## src/rtl/branch_unit_pkg.sv

```systemverilog
// Shared definitions for the branch resolution unit: funct3 encodings and
// the result record carried through the output buffer.
package branch_unit_pkg;

    localparam logic [2:0] BEQ  = 3'b000;
    localparam logic [2:0] BNE  = 3'b001;
    localparam logic [2:0] BLT  = 3'b100;
    localparam logic [2:0] BGE  = 3'b101;
    localparam logic [2:0] BLTU = 3'b110;
    localparam logic [2:0] BGEU = 3'b111;

    typedef struct packed {
        logic        taken;
        logic        illegal;
        logic        misaligned;
        logic [31:0] target;
    } br_result_t;

    function automatic logic is_branch_f3(input logic [2:0] f3);
        return (f3 == BEQ) || (f3 == BNE) || (f3 == BLT) ||
               (f3 == BGE) || (f3 == BLTU) || (f3 == BGEU);
    endfunction

endpackage

```

## src/rtl/branch_cond.sv

```systemverilog
// Combinational branch evaluation: condition from ALU flags of rs1-rs2,
// next-PC selection and target alignment check.
module branch_cond
    import branch_unit_pkg::*;
(
    input  logic [2:0]  funct3,
    input  logic [31:0] pc,
    input  logic [31:0] imm,
    input  logic        N,
    input  logic        Z,
    input  logic        C,
    input  logic        V,
    output br_result_t  result
);

    logic        cond;
    logic        legal;
    logic [31:0] jump_target;
    logic [31:0] seq_target;

    assign legal       = is_branch_f3(funct3);
    assign jump_target = pc + imm;
    assign seq_target  = pc + 32'd4;

    // C is the carry of A+~B+1, so C=1 means rs1 >= rs2 unsigned.
    always_comb begin
        cond = 1'b0;
        case (funct3)
            BEQ:     cond = Z;
            BNE:     cond = !Z;
            BLT:     cond = N ^ V;
            BGE:     cond = !(N ^ V);
            BLTU:    cond = !C;
            BGEU:    cond = C;
            default: cond = 1'b0;
        endcase
    end

    always_comb begin
        result            = '0;
        result.taken      = cond && legal;
        result.illegal    = !legal;
        result.target     = result.taken ? jump_target : seq_target;
        result.misaligned = result.taken && (jump_target[1:0] != 2'b00);
    end

endmodule

```

## src/rtl/branch_unit.sv

```systemverilog
// Branch resolution unit: evaluates a branch at acceptance and buffers the
// result in a small in-order FIFO; counts taken branches as they leave.
module branch_unit
    import branch_unit_pkg::*;
#(
    parameter int DEPTH = 2,
    parameter int CNT_W = 16
) (
    input  logic             clk,
    input  logic             rst_n,
    input  logic             in_valid,
    output logic             in_ready,
    input  logic [2:0]       funct3,
    input  logic [31:0]      pc,
    input  logic [31:0]      imm,
    input  logic             N,
    input  logic             Z,
    input  logic             C,
    input  logic             V,
    input  logic             flush,
    output logic             out_valid,
    input  logic             out_ready,
    output logic             out_taken,
    output logic             out_illegal,
    output logic             out_misaligned,
    output logic [31:0]      out_target,
    output logic [CNT_W-1:0] taken_cnt
);

    localparam int PTR_W = (DEPTH > 2) ? 2 : 1;
    localparam logic [PTR_W:0] FULL = (PTR_W + 1)'(DEPTH);

    br_result_t       mem [DEPTH];
    br_result_t       new_res;
    br_result_t       head;
    logic [PTR_W-1:0] wr_ptr;
    logic [PTR_W-1:0] rd_ptr;
    logic [PTR_W:0]   count;
    logic             ready_en;
    logic             push;
    logic             pop;

    branch_cond u_cond (
        .funct3 (funct3),
        .pc     (pc),
        .imm    (imm),
        .N      (N),
        .Z      (Z),
        .C      (C),
        .V      (V),
        .result (new_res)
    );

    // ready_en keeps in_ready low until the first edge after reset release.
    assign in_ready  = ready_en && !flush && ((count != FULL) || out_ready);
    assign out_valid = (count != '0);
    assign push      = in_valid && in_ready;
    assign pop       = out_valid && out_ready && !flush;
    assign head      = out_valid ? mem[rd_ptr] : '0;

    assign out_taken      = head.taken;
    assign out_illegal    = head.illegal;
    assign out_misaligned = head.misaligned;
    assign out_target     = head.target;

    always_ff @(posedge clk) begin
        if (push) begin
            mem[wr_ptr] <= new_res;
        end
    end

    always_ff @(posedge clk or negedge rst_n) begin
        if (!rst_n) begin
            ready_en  <= 1'b0;
            wr_ptr    <= '0;
            rd_ptr    <= '0;
            count     <= '0;
            taken_cnt <= '0;
        end else begin
            ready_en <= 1'b1;
            if (flush) begin
                wr_ptr <= '0;
                rd_ptr <= '0;
                count  <= '0;
            end else begin
                if (push) begin
                    wr_ptr <= wr_ptr + PTR_W'(1);
                end
                if (pop) begin
                    rd_ptr <= rd_ptr + PTR_W'(1);
                end
                case ({push, pop})
                    2'b10:   count <= count + (PTR_W + 1)'(1);
                    2'b01:   count <= count - (PTR_W + 1)'(1);
                    default: ;
                endcase
            end
            if (pop && head.taken && (taken_cnt != '1)) begin
                taken_cnt <= taken_cnt + CNT_W'(1);
            end
        end
    end

endmodule
```

## config.mk

```make
export PLATFORM = sky130hd
export DESIGN_NAME = branch_unit
export DESIGN_NICKNAME = d
export VERILOG_FILES = /design/src/rtl/branch_unit_pkg.sv /design/src/rtl/branch_cond.sv /design/src/rtl/branch_unit.sv
export SDC_FILE = /design/constraint.sdc
export NUM_CORES = 1
export LEC_CHECK = 0
export CELL_PAD_IN_SITES_DETAIL_PLACEMENT = 1
export CELL_PAD_IN_SITES_GLOBAL_PLACEMENT = 1
export CORE_MARGIN = 5
export CORE_UTILIZATION = 43
export DETAILED_ROUTE_END_ITERATION = 10
export PLACE_DENSITY_LB_ADDON = 0.1
export SLEW_MARGIN = 20
export SYNTH_ARGS = -nofsm -noshare
export SYNTH_HDL_FRONTEND = slang
export SYNTH_SLANG_ARGS = --single-unit
```

## constraint.sdc

```tcl
create_clock -name clk -period 8 [get_ports clk]
set_input_delay 1.6 -clock clk [delete_from_list [all_inputs] [get_ports clk]]
set_output_delay 1.6 -clock clk [all_outputs]
set_load 0.01 [all_outputs]
```

==> impl_metrics.json, run 1 <==
{
  "path_class": "in2out",
  "finalCritPeriodShare_pct": 60.2,
  "crit_required_ns": 6.40,
  "pwr-share-clk_pct": 32.1,
  "cts_buffers": 9,
  "max_slew_margin_pct": 27.1,
  "grt_pass1_wl_mm": 31.2,
  "rsz0062_at_grt": "false",
  "synth_nets": 777,
  "port_buffers": 128,
  "synth_xor_area_share_pct": 8.69,
  "clkSlewWorstSetupHoldPaths_ns": 0.07,
  "worstHoldPathType": "reg2reg",
  "hold_depth": 1,
  "ios": 129,
  "fin_nets": 893,
  "worstReg2RegEnd": "taken_cnt[13]",
  "htreeDepth": 3,
  "grt_pass1_vias": 5971,
  "fin_cells": 972,
  "max_freq_mhz": 207,
  "dpl.hpwl_mm": 14.4,
  "design.die.area_sq_um": 17300,
  "antenna_found_initial": 0,
  "drv_slew": 0,
  "postRouteAntennaNets": 0,
  "syn_inst": 667,
  "hp-start": "taken_cnt[3]",
  "clk_path_buf_depth": 2,
  "cts_resized": 0,
  "synth_compound_area_share_pct": 15.6,
  "status": "completed",
  "fp.dieH_um": 132,
  "internal-power_mw": 0.901,
  "synth_top_family_by_area": "simple AND/OR/NAND/NOR gates",
  "worstMarginPinSlew_ns": 1.09,
  "avgSynthCellArea_sq_um": 9.52,
  "cts_setup_buffers": 0,
  "min_to": "taken_cnt[3]",
  "setup_viol": 0,
  "drcViolationCount": 0,
  "power_mw": 1.29,
  "r2r_setup_slack_ns": 5.16,
  "synth-seq-cells": 91,
  "area_growth_pct": 27.5,
  "vias_per_cell": 5.84,
  "grt_usage_pct": 21.8,
  "hold_violations": 0,
  "clkLatencyLatePin_ns": 0.35,
  "synth_fa_ha_area_share_pct": 6.82,
  "sw_frac_of_total_pct": 30.2,
  "power_frac_seq_pct": 42.3,
  "rows": 44,
  "synth_area_sq_um": 6350,
  "coreArea_sq_um": 14500,
  "yosysUniqueCellTypes": 64,
  "start_util_pct": 43.7,
  "gp_congestion": 0.916,
  "clockRootBuffer": "clkbuf_16",
  "die_x_um": 132,
  "combPwrFrac_pct": 25.6,
  "power_leakage_nw": 2.94,
  "dr.first_iter.drc_count": 288,
  "num_vias": 5681,
  "antennaDiodeCount": 0,
  "cts_hold_buffers": 0,
  "grt_max_degree": 44,
  "synthMuxAreaShare_pct": 6.17,
  "async_flop_share_pct": 23.1,
  "switching_power_mw": 0.390,
  "overflow": 0,
  "wl_per_cell_um": 20.0,
  "arrival_ns": 3.22,
  "end_kind": "output pin",
  "cap_viol_max_count": 0,
  "cp_max_fo": 5,
  "finalSetupTns_ns": 0,
  "finalWirelength_mm": 19.4,
  "ys.flop_type": "edfxtp_1",
  "dp.cells": 955,
  "synth-simple-area-share_pct": 18.4,
  "yosysWarnings": 0,
  "min_period_ns": 4.82,
  "n_fill_cell": 1694,
  "synth_seq_area_share_pct": 41.4,
  "drt-pass1-iter-count": 4,
  "reg2regPathDepth": 7,
  "cts_tree": "yes",
  "skew_ns": 0.00924,
  "synth-edff-count": 70,
  "cts_sinks": 91,
  "drive_gt1_share_pct": 4.70,
  "worstReg2RegStart": "rd_ptr",
  "vdd.ir_drop.worst_uv": 112,
  "pwr_density_cell_nw_per_um2": 159,
  "startpoint_type": "primary input"
}
[per-layer routing]
metal / up-vias / track usage [%] / wire (um)
met4: 0 / 5.43 / 366
met3: 29 / 3.33 / 748
met5: - / 0 / 0
met1: 2803 / 28.9 / 8620
met2: 149 / 37.4 / 9710
li1: 2700 / - / -
[through the flow]
| stage | utilization [%] | setup slack (ns) | hold slack [ns] | instance area, sq um |
|---|---|---|---|---|
| 6_report | 55.7 | 3.18 | 0.498 | 8100 |
| 5_1_grt | 55.7 | 3.14 | 0.508 | 8100 |
| 4_1_cts | 55.5 | 3.23 | 0.499 | 8070 |
| 3_5_place_dp | 53.6 | 3.14 | 0.487 | 7790 |
| 3_3_place_gp | 53.6 | 3.22 | 0.480 | 7790 |
| 2_1_floorplan | - | 3.88 | 0.489 | 6350 |
[critical path: stages]
cell and delay, ns:
clkdlybuf4s50_1 0.57, nor3b_1 0.08, nor3b_1 0.35, clkdlybuf4s50_1 0.61
[cells in the mapped netlist, types with 9 or more instances]
cell	count	area [sq um]
buf_1	9	33.8
a21o_1	12	90.1
dfrtp_1	21	526
mux2i_1	38	380
nor2_1	89	334
nand3_1	26	130
xnor2_1	45	394
ha_1	33	413
nand4_1	18	113
nor3_1	11	55.1
clkbuf_1	13	48.8
o21ai_0	32	160
xor2_1	18	158
a21oi_1	56	280
nand2_1	42	158
edfxtp_1	70	2100
inv_1	17	63.8
[placed cells by master, fill, tap and decap left out, types with 17 or more instances in the layout]
cell / instances
mux2i_1: 38
xnor2_1: 45
clkdlybuf4s50_1: 128
inv_1: 17
o21ai_0: 32
nand2_1: 42
xor2_1: 18
edfxtp_1: 70
nand4_1: 18
a21oi_1: 56
dfrtp_1: 20
nor2_1: 87
nand3_1: 26
ha_1: 33
[sequential cells by signal, indices dropped and copies added, names as in the netlist]
name,count
taken_cnt,16
ready_en,1
count,2
rd_ptr,1
wr_ptr,1
mem,70
[worst max-delay path by stage]
stage	to	slack [ns]	startpoint
after floorplan	mem[0][0]	3.88	out_ready
after global placement	mem[0][24]	3.22	pc[9]
after detailed placement	mem[1][24]	3.14	pc[9]
after CTS	in_ready	3.23	out_ready
after global routing	in_ready	3.14	out_ready
final	in_ready	3.18	out_ready
[layout make-up]
type	count	area [sq um]	area share (%)
Clock inverter	6	43.8	0.541
Multi-Input combinational cell	531	3550	43.9
Timing Repair Buffer	133	1340	16.5
Clock buffer	10	239	2.95
Tap cell	184	230	2.84
Sequential cell	91	2630	32.5
Inverter	17	63.8	0.788
[power groups by stage]
stage	clock [mW]	sequential, mW	combinational [mW]
after global routing	0.442	0.547	0.362
after CTS	0.419	0.546	0.327
final	0.414	0.546	0.331
after global placement	0	0.555	0.312
after floorplan	0	0.550	0.198
after detailed placement	0	0.556	0.322
[logic make-up (layout without fill, tap and decap cells)]
family / after synthesis / in the layout
AO/OA/AOI/OAI: 155 / 155
XOR/XNOR: 63 / 63
adder cells (fa/ha/maj): 34 / 34
buffers and inverters: 45 / 166
flip-flops: 91 / 91
multiplexers: 39 / 39
other: 1 / 1
AND/OR/NAND/NOR: 239 / 239
(Power assumes the default switching activity.)
==> inputs of run 2 (changes only) <==
--- a/config.mk
+++ b/config.mk
@@ -8,7 +8,7 @@
 export CELL_PAD_IN_SITES_DETAIL_PLACEMENT = 1
 export CELL_PAD_IN_SITES_GLOBAL_PLACEMENT = 1
 export CORE_MARGIN = 5
-export CORE_UTILIZATION = 43
+export CORE_UTILIZATION = 36
 export DETAILED_ROUTE_END_ITERATION = 10
 export PLACE_DENSITY_LB_ADDON = 0.1
 export SLEW_MARGIN = 20
==> constraint.sdc (replaced) <==
create_clock -name clk -period 4.05 [get_ports clk]
set_input_delay 0.81 -clock clk [delete_from_list [all_inputs] [get_ports clk]]
set_output_delay 0.81 -clock clk [all_outputs]
set_load 0.01 [all_outputs]
==> run 2 against run 1 <==
Compared with the run above: sequential share of layout area shrank 0.92 points; worst hold slack got worse by 0.0032 ns; clock power rose by 83%; die area is 18% higher; wire length is 2.1% lower; via count is 0.84% lower; flip-flop and latch count did not move; register-to-register slack worse by 3.4 ns; worst setup slack got worse by 2.7 ns; first-iteration DRC count fell by 26%.
==> impl_metrics.json, run 2 (same netlist as run 1, synthesis figures left out) <==
{
  "clockRootBuffer": "clkbuf_16",
  "finalCritPeriodShare_pct": 87.8,
  "worstMarginPinSlew_ns": 0.944,
  "grt_pass1_wl_mm": 30.9,
  "reg2regPathDepth": 7,
  "drcViolationCount": 0,
  "vias_per_cell": 5.42,
  "dpl.hpwl_mm": 15.4,
  "cts_resized": 0,
  "hold_violations": 0,
  "fin_nets": 919,
  "overflow": 0,
  "power_leakage_nw": 3.07,
  "port_buffers": 128,
  "clkSlewWorstSetupHoldPaths_ns": 0.07,
  "wl_per_cell_um": 18.3,
  "worstReg2RegEnd": "taken_cnt[13]",
  "layout_common_cells": "clkdlybuf4s50_1, nor2_1, edfxtp_1, a21oi_1, xnor2_1",
  "worstReg2RegStart": "taken_cnt[4]",
  "largest_reg_flops": 70,
  "htreeDepth": 3,
  "cts_tree": "yes",
  "pwr_density_cell_nw_per_um2": 301,
  "gp_congestion": 0.885,
  "rsz0062_at_grt": "false",
  "clkLatencyLatePin_ns": 0.34,
  "design.die.area_sq_um": 20400,
  "max_slew_margin_pct": 36.8,
  "end_kind": "flip-flop",
  "final_common_cell": "clkdlybuf4s50_1",
  "grt_max_degree": 43,
  "skew_ns": 0.00467,
  "finalSetupTns_ns": 0,
  "cts_setup_buffers": 0,
  "dr.first_iter.drc_count": 212,
  "largest_register": "mem",
  "area_growth_pct": 31.2,
  "max_freq_mhz": 281,
  "min_to": "taken_cnt[15]",
  "grt_usage_pct": 18.8,
  "drt-pass1-iter-count": 4,
  "rows": 48,
  "top_regs": "mem x70, taken_cnt x16, count x2",
  "min_period_ns": 3.56,
  "coreArea_sq_um": 17300,
  "finalWirelength_mm": 19.0,
  "grt_pass1_vias": 5975,
  "power_mw": 2.51,
  "die_x_um": 143,
  "crit_required_ns": 4.12,
  "startpoint_type": "primary input",
  "clk_path_buf_depth": 2,
  "cts_sinks": 91,
  "status": "completed",
  "setup_viol": 0,
  "num_vias": 5633,
  "r2r_setup_slack_ns": 1.81,
  "antennaDiodeCount": 0,
  "cts_buffers": 9,
  "cts_hold_buffers": 0,
  "hold_depth": 1,
  "postRouteAntennaNets": 0,
  "cap_viol_max_count": 0,
  "fp.dieH_um": 143,
  "ios": 129,
  "worstHoldPathType": "reg2reg",
  "cp_max_fo": 7,
  "vdd.ir_drop.worst_uv": 206,
  "arrival_ns": 3.63,
  "start_util_pct": 36.7,
  "path_class": "in2reg",
  "hp-start": "taken_cnt[15]",
  "antenna_found_initial": 0,
  "drive_gt1_share_pct": 7.74,
  "drv_slew": 0
}
==> run 2: metrics by stage <==
stage / instances / hold slack [ns] / area (sq um) / utilization (%) / setup WS, ns
after floorplan: 667 / 0.489 / 6350 / - / 0.715
after global placement: 1023 / 0.477 / 8070 / 46.6 / 0.176
after detailed placement: 1023 / 0.489 / 8070 / 46.6 / 0.150
after CTS: 1039 / 0.500 / 8330 / 48.2 / 0.509
after global routing: 1039 / 0.517 / 8330 / 48.2 / 0.338
final: 1039 / 0.495 / 8330 / 48.2 / 0.492
==> run 2: how the worst max path moves through the flow <==
stage	depth (start not counted)	from	endpoint
after floorplan	4	out_ready	mem[0][0]
after global placement	9	pc[19]	mem[1][23]
after detailed placement	9	pc[8]	mem[0][31]
after CTS	9	pc[8]	mem[0][31]
after global routing	10	pc[2]	mem[0][23]
final	9	pc[9]	mem[0][28]
==> run 2: per-layer routing <==
metal	part of all wire, %	GRT usage [%]	wire length (um)
met5	0	0	0
met4	1.4	5.35	272
met2	49	32.1	9370
met1	45	25.0	8660
met3	3.9	2.48	742
==> run 2: where the power goes <==
| part | leakage, nW | internal [mW] | total [mW] | switching (mW) |
|---|---|---|---|---|
| sequential | 0.923 | 1.06 | 1.07 | 0.0133 |
| clock | 0.140 | 0.414 | 0.757 | 0.343 |
| combinational | 2.00 | 0.302 | 0.682 | 0.381 |
==> run 2: layout make-up <==
| class | count | area [sq um] |
|---|---|---|
| clock inverters | 7 | 41.3 |
| multi-input cells | 531 | 3550 |
| inverters | 17 | 63.8 |
| clock buffers | 9 | 225 |
| fillers | 1976 | 8960 |
| repair buffers | 159 | 1540 |
| well taps | 225 | 282 |
| flip-flops and latches | 91 | 2630 |
==> run 2: critical path, stage by stage <==
cell             delay [ns]
clkdlybuf4s50_1        0.50
ha_1                   0.49
nand3_1                0.19
or3_1                  0.39
a21oi_1                0.33
o2111a_1               0.27
o2111a_1               0.21
nor3_1                 0.06
or3b_1                 0.37
